## config.mk

```make
export PLATFORM = sky130hd
export DESIGN_NAME = ram_arbiter
export DESIGN_NICKNAME = d
export VERILOG_FILES = /design/src/rtl/ram_arbiter.sv
export SDC_FILE = /design/constraint.sdc
export NUM_CORES = 1
export LEC_CHECK = 0
export ABC_AREA = 1
export CAP_MARGIN = 20
export CORE_ASPECT_RATIO = 0.7
export CORE_MARGIN = 4
export CORE_UTILIZATION = 29
export CTS_CLUSTER_DIAMETER = 100
export DETAILED_ROUTE_END_ITERATION = 7
export HOLD_SLACK_MARGIN = 0.02
export PLACE_DENSITY = 0.87
export RECOVER_POWER = 100
export SLEW_MARGIN = 20
export SYNTH_ARGS = -nofsm -noshare
export SYNTH_HDL_FRONTEND = slang
export SYNTH_SLANG_ARGS = --single-unit
```

## constraint.sdc

```tcl
create_clock -name clk -period 1.9 [get_ports clk]
set_input_delay 0.38 -clock clk [delete_from_list [all_inputs] [get_ports clk]]
set_output_delay 0.38 -clock clk [all_outputs]
set_load 0.01 [all_outputs]
```

## src/rtl/ram_arbiter.sv

```systemverilog
// Two-port data-RAM arbiter: loader (p0) and load/store (p1), bounded p0/p1 lock.
// Optional round-robin tie break when RAM_ARB_ROUND_ROBIN_EN is defined.
module ram_arbiter #(
  parameter int ADDR_W   = 32,
  parameter int DATA_W   = 32,
  parameter int MAX_LOCK = 16
) (
  input  logic                clk,
  input  logic                reset,
  input  logic                p0_valid,
  input  logic                p0_wen,
  input  logic [ADDR_W-1:0]   p0_addr,
  input  logic [DATA_W-1:0]   p0_wdata,
  input  logic [DATA_W/8-1:0] p0_wstrb,
  input  logic                p0_lock,
  output logic                p0_ready,
  output logic                p0_rsp_valid,
  output logic [DATA_W-1:0]   p0_rsp_rdata,
  input  logic                p1_valid,
  input  logic                p1_wen,
  input  logic [ADDR_W-1:0]   p1_addr,
  input  logic [DATA_W-1:0]   p1_wdata,
  input  logic [DATA_W/8-1:0] p1_wstrb,
  input  logic                p1_lock,
  output logic                p1_ready,
  output logic                p1_rsp_valid,
  output logic [DATA_W-1:0]   p1_rsp_rdata,
  output logic                ram_wen,
  output logic [ADDR_W-1:0]   ram_addr,
  output logic [DATA_W-1:0]   ram_wdata,
  output logic [DATA_W/8-1:0] ram_wstrb,
  input  logic [DATA_W-1:0]   ram_rdata
);

  localparam int SW = DATA_W / 8;
  localparam int CW = $clog2(MAX_LOCK + 1);

  typedef enum logic [1:0] {
    OWN_NONE = 2'd0,
    OWN_P0   = 2'd1,
    OWN_P1   = 2'd2
  } owner_t;

  owner_t              r_owner;
  logic                r_last_grant;
  logic                r_force;
  logic [CW-1:0]       r_lock_cnt;
  logic                r_rsp_v0;
  logic                r_rsp_v1;
  logic [DATA_W-1:0]   r_rsp_d0;
  logic [DATA_W-1:0]   r_rsp_d1;

  logic                w_g0;
  logic                w_g1;
  logic                w_gnt;
  logic                w_tie_p1;
  logic                w_sel_wen;
  logic                w_sel_lock;
  logic [ADDR_W-1:0]   w_sel_addr;
  logic [DATA_W-1:0]   w_sel_wdata;
  logic [SW-1:0]       w_sel_wstrb;

  // r_force marks the cycle right after a forced release: non-owner wins ties
  always_comb begin
`ifdef RAM_ARB_ROUND_ROBIN_EN
    w_tie_p1 = ~r_last_grant;
`else
    w_tie_p1 = r_force & ~r_last_grant;
`endif
    w_g0 = 1'b0;
    w_g1 = 1'b0;
    if (!reset) begin
      unique case (r_owner)
        OWN_P0: w_g0 = p0_valid;
        OWN_P1: w_g1 = p1_valid;
        default: begin
          w_g1 = p1_valid & (~p0_valid | w_tie_p1);
          w_g0 = p0_valid & ~w_g1;
        end
      endcase
    end
  end

  assign w_gnt       = w_g0 | w_g1;
  assign w_sel_wen   = w_g1 ? p1_wen   : p0_wen;
  assign w_sel_lock  = w_g1 ? p1_lock  : p0_lock;
  assign w_sel_addr  = w_g1 ? p1_addr  : p0_addr;
  assign w_sel_wdata = w_g1 ? p1_wdata : p0_wdata;
  assign w_sel_wstrb = w_g1 ? p1_wstrb : p0_wstrb;

  assign p0_ready  = w_g0;
  assign p1_ready  = w_g1;
  assign ram_wen   = w_gnt & w_sel_wen;
  assign ram_addr  = w_gnt ? w_sel_addr : '0;
  assign ram_wdata = w_gnt ? w_sel_wdata : '0;
  assign ram_wstrb = ram_wen ? w_sel_wstrb : '0;

  assign p0_rsp_valid = r_rsp_v0;
  assign p0_rsp_rdata = r_rsp_d0;
  assign p1_rsp_valid = r_rsp_v1;
  assign p1_rsp_rdata = r_rsp_d1;

  always_ff @(posedge clk) begin
    if (reset) begin
      r_owner      <= OWN_NONE;
      r_last_grant <= 1'b1;
      r_force      <= 1'b0;
      r_lock_cnt   <= '0;
      r_rsp_v0     <= 1'b0;
      r_rsp_v1     <= 1'b0;
      r_rsp_d0     <= '0;
      r_rsp_d1     <= '0;
    end else begin
      r_force  <= 1'b0;
      r_rsp_v0 <= w_g0;
      r_rsp_v1 <= w_g1;
      r_rsp_d0 <= (w_g0 & ~p0_wen) ? ram_rdata : '0;
      r_rsp_d1 <= (w_g1 & ~p1_wen) ? ram_rdata : '0;
      if (w_gnt) begin
        r_last_grant <= w_g1;
        if (!w_sel_lock) begin
          r_owner    <= OWN_NONE;
          r_lock_cnt <= '0;
        end else if (r_lock_cnt == CW'(MAX_LOCK - 1)) begin
          // lock budget exhausted on this beat: release at this edge
          r_owner    <= OWN_NONE;
          r_lock_cnt <= '0;
          r_force    <= 1'b1;
        end else begin
          r_owner    <= w_g1 ? OWN_P1 : OWN_P0;
          r_lock_cnt <= r_lock_cnt + 1'b1;
        end
      end
    end
  end

endmodule
```

==> key figures, run 1 <==
Outcome
  • Status: complete, but fails checks
  • Failing checks: negative setup slack

Logic synthesis
  • Syn Nets: 783
  • Post-Syn Instances: 604
  • EDFF count, synth: 0
  • Multiplexer share of the synthesized area: 0%
  • Cell area after synthesis: 3660 um2
  • Synth Register Bits: 75
  • Syn_area_per_cell: 6.06 um2
  • Compound-Gate Fraction of Synth Area: 1.81%
  • Distinct cell type count after synthesis: 23
  • Synth Area in Adders: 1.02%
  • Synth warnings: 0
  • Register area share after synthesis: 41.0%
  • Ys async rst share: 0%
  • Largest family of logic cells by synthesized area: simple AND/OR/NAND/NOR gates
  • Post-Synth XOR/XNOR Area: 0.478%
  • Main synth FF type: dfxtp_1
  • Post-Synth Simple-Gate Area: 39.9%

Timing
  • Final hold vios: 0
  • RSZ-0062 raised after global routing: yes
  • Setup violators final: 103
  • Skew final: 0.00685 ns
  • Sum Neg Setup Slack: -34.62 ns
  • Worst-Margin Slew: 0.372 ns
  • Min Tclk post-route: 2.48 ns
  • Max Slew Vio Count: 0
  • Maximum clock rate: 0.403 GHz
  • Final Cycle Share: 131%
  • Slew headroom: 75.2%
  • Setup ws final: -0.583 ns

Critical path
  • Setup crit start kind: flop
  • Crit-path leading delay family: buffers and inverters
  • Worst path arrival time: 2.10 ns
  • Crit path kind: reg -> out
  • CP endpoint kind: output port
  • Crit-path max FO: 5
  • FF-to-FF Start: r_owner[0]$_SDFFE_PP0P_
  • CP cell instances: inv_2 -> ha_4 -> inv_4 -> a21oi_4 -> nand2_4 -> buf_6 -> or2_4 -> o211ai_4 -> buf_6 -> nor2_2 -> buf_2
  • Crit path buf inv count: 5
  • Crit path largest cell delay: 0.33 ns
  • Crit path top cell by count: buf_6
  • CP startpoint: r_owner[0]$_SDFFE_PP0P_
  • Worst EP required: 1.52 ns
  • Crit-path slowest cell: dfxtp_2

GRT
  • Routing usage on met2: 37.8%
  • Overflow after GRT: 0
  • Global-route wire length before repair: 23.4 mm
  • Largest net degree at the start of global routing: 33
  • Layer with the highest usage: met2
  • Global routing usage on met1: 22.1%
  • Gr usage total: 20.6%
  • GR Layer Usage met3: 7.20%
  • Initial antenna violation count: 1
  • Vias in the first global route: 4494

Power and ir drop
  • Peak VDD IR: 0.721 mV
  • P per Cell Area: 649 nW/um2
  • Combinational Power Share: 37.4%
  • Lkg Pwr: 4.22 nW
  • Sw Share: 30.1%
  • P_int: 3.59 mW
  • Sequential Power Share: 32.1%
  • Clk network pwr share: 30.5%
  • Net Switching: 1.55 mW

Clocking
  • Clk root buf: clkbuf_16
  • CTS tree: yes
  • Clock Pin Slew Worst Setup and Hold Paths: 0.06 ns
  • Num CTS Buffers: 9
  • Clk buf depth: 2
  • CTS sink count: 75
  • Hold Buf Count CTS: 0
  • H-tree depth: 3
  • Latest clock arrival within the worst-skew pair: 0.32 ns

Floorplanning
  • Starting Density: 29.6%
  • Std-Cell Rows: 34
  • Chip width: 142 um
  • Die area: 14500 um2
  • Core ar.: 12400 um2
  • Height of the die: 102 um
  • Io pins: 313

Hold path
  • Hold/Removal Path Class: reg -> reg
  • Hold Path Origin: r_lock_cnt[4]$_SDFFE_PP0P_

Detailed routing
  • Pre-Repair DR Iteration Count: 4
  • DR WL/cell: 14.8 um
  • Final WL: 16.5 mm
  • Vias per inst: 4.24
  • Residual DRC: 0
  • Vias post-DR: 4737
  • Initial DRC Count: 91
  • Detail Route Antenna Nets: 0

Place
  • Number of port buffers: 312
  • RePlAce Congestion: 0.945
  • Dpl cells: 1076
  • Post-DP HPWL: 12.4 mm

Cells and area
  • Multi-input gate area: 1760 um2
  • ANT cells: 0
  • Seq. cell area: 1500 um2
  • Nets: 1129
  • Share of cells above drive strength 1: 21.7%
  • Fillers: 1016
  • Area delta synth->final: 116%
  • Final cell count without fillers: 1117

Job
  • Maxcap violations: 0
cell usage in the layout (no fill, tap or decap), types with 13 or more instances in the layout:
cell type / count
nand3_1: 13
nand2_1: 263
buf_2: 32
clkbuf_16: 14
inv_1: 101
nand2_2: 16
clkdlybuf4s50_1: 240
dfxtp_1: 73
buf_6: 50
nor2_2: 22
nor2_1: 42
buf_4: 20
what timing repair did:
item                                    4_1_cts  5_1_grt
resized for setup                           358       42
setup buffers                                13        5
pin swaps                                    13        3
gates cloned                                  2        5
endpoints found under the setup margin       71      100
per-layer routing:
| metal | routed length [um] | share of wire, % |
|---|---|---|
| met5 | 13 | 0.079 |
| met1 | 6210 | 38 |
| met3 | 1460 | 8.8 |
| met4 | 417 | 2.5 |
| met2 | 8430 | 51 |
synth_stat cells, drive strengths merged, types with 2 or more instances:
library cell	count	area, um2
nand2	284	1080
buf	26	141
ha	3	37.5
clkbuf	4	15.0
xor2	2	17.5
inv	112	420
or2	2	12.5
nand3	14	70.1
a21oi	7	38.8
dfxtp	75	1500
nor2	70	288
o211ai	2	20.0
worst paths after layout:
kind	endpoint	slack, ns	depth (start not counted)
worst min register to register	r_lock_cnt[4]$_SDFFE_PP0P_	0.45	2
worst max register to register	p0_rsp_rdata[27]$_SDFF_PP0_	-0.09	13
worst max-delay path	ram_wstrb[2]	-0.58	11
worst min-delay path	r_lock_cnt[4]$_SDFFE_PP0P_	0.45	2
final cells by class:
class / count / share of cell area, %
inverters: 112 / 5.47
well taps: 162 / 2.56
multi-input cells: 387 / 22.2
clock inverters: 7 / 0.695
flip-flops and latches: 75 / 19.0
repair buffers: 365 / 47.2
clock buffers: 9 / 2.84
state kept, by name, indices dropped and copies added (netlist names):
register	flops
p0_rsp_rdata	32
p0_rsp_valid	1
p1_rsp_rdata	32
p1_rsp_valid	1
r_force	1
r_last_grant	1
r_lock_cnt	5
r_owner	2
worst register-to-register path, cell delays in order, from the launching register on:
cell       delay [ns]
dfxtp_2          0.33
inv_2            0.04
ha_4             0.25
inv_4            0.06
buf_4            0.10
nand3_2          0.05
nand2_2          0.09
nand2_4          0.07
buf_6            0.11
buf_6            0.12
buf_6            0.12
or2_4            0.27
clkbuf_16        0.20
nor2_1           0.11
logic make-up after synthesis:
| kind of cell | count (synthesis) |
|---|---|
| XOR/XNOR | 2 |
| flip-flops | 75 |
| buffers and inverters | 142 |
| adder cells (fa/ha/maj) | 3 |
| AO/OA/AOI/OAI | 10 |
| AND/OR/NAND/NOR | 372 |
power groups by stage:
stage / clock (mW) / combinational (mW) / sequential (mW)
2_1_floorplan: 0 / 0.638 / 1.70
3_3_place_gp: 0 / 1.65 / 1.68
3_5_place_dp: 0 / 1.67 / 1.68
4_1_cts: 1.59 / 1.79 / 1.65
5_1_grt: 1.66 / 2.08 / 1.65
6_report: 1.57 / 1.92 / 1.65
metrics by stage:
stage / cell area, um2 / utilization [%] / setup WS, ns / power (mW) / hold WS, ns
floorplan: 3730 / - / 0.00660 / 2.34 / 0.422
global placement: 7180 / 58.0 / -0.886 / 3.33 / 0.433
detailed placement: 7180 / 58.0 / -0.906 / 3.36 / 0.435
CTS: 7620 / 61.6 / -0.585 / 5.04 / 0.445
global route: 7920 / 63.9 / -0.656 / 5.39 / 0.454
finish: 7920 / 63.9 / -0.583 / 5.14 / 0.452
Note: power is estimated with default switching activity, not from simulation.
==> run 2, diff against run 1 <==
--- a/config.mk
+++ b/config.mk
@@ -15,7 +15,6 @@
 export HOLD_SLACK_MARGIN = 0.02
 export PLACE_DENSITY = 0.87
 export RECOVER_POWER = 100
-export SLEW_MARGIN = 20
 export SYNTH_ARGS = -nofsm -noshare
 export SYNTH_HDL_FRONTEND = slang
 export SYNTH_SLANG_ARGS = --single-unit
==> results of run 2 <==
Same layout as run 1: the final DEF is identical, and so are final timing and power.
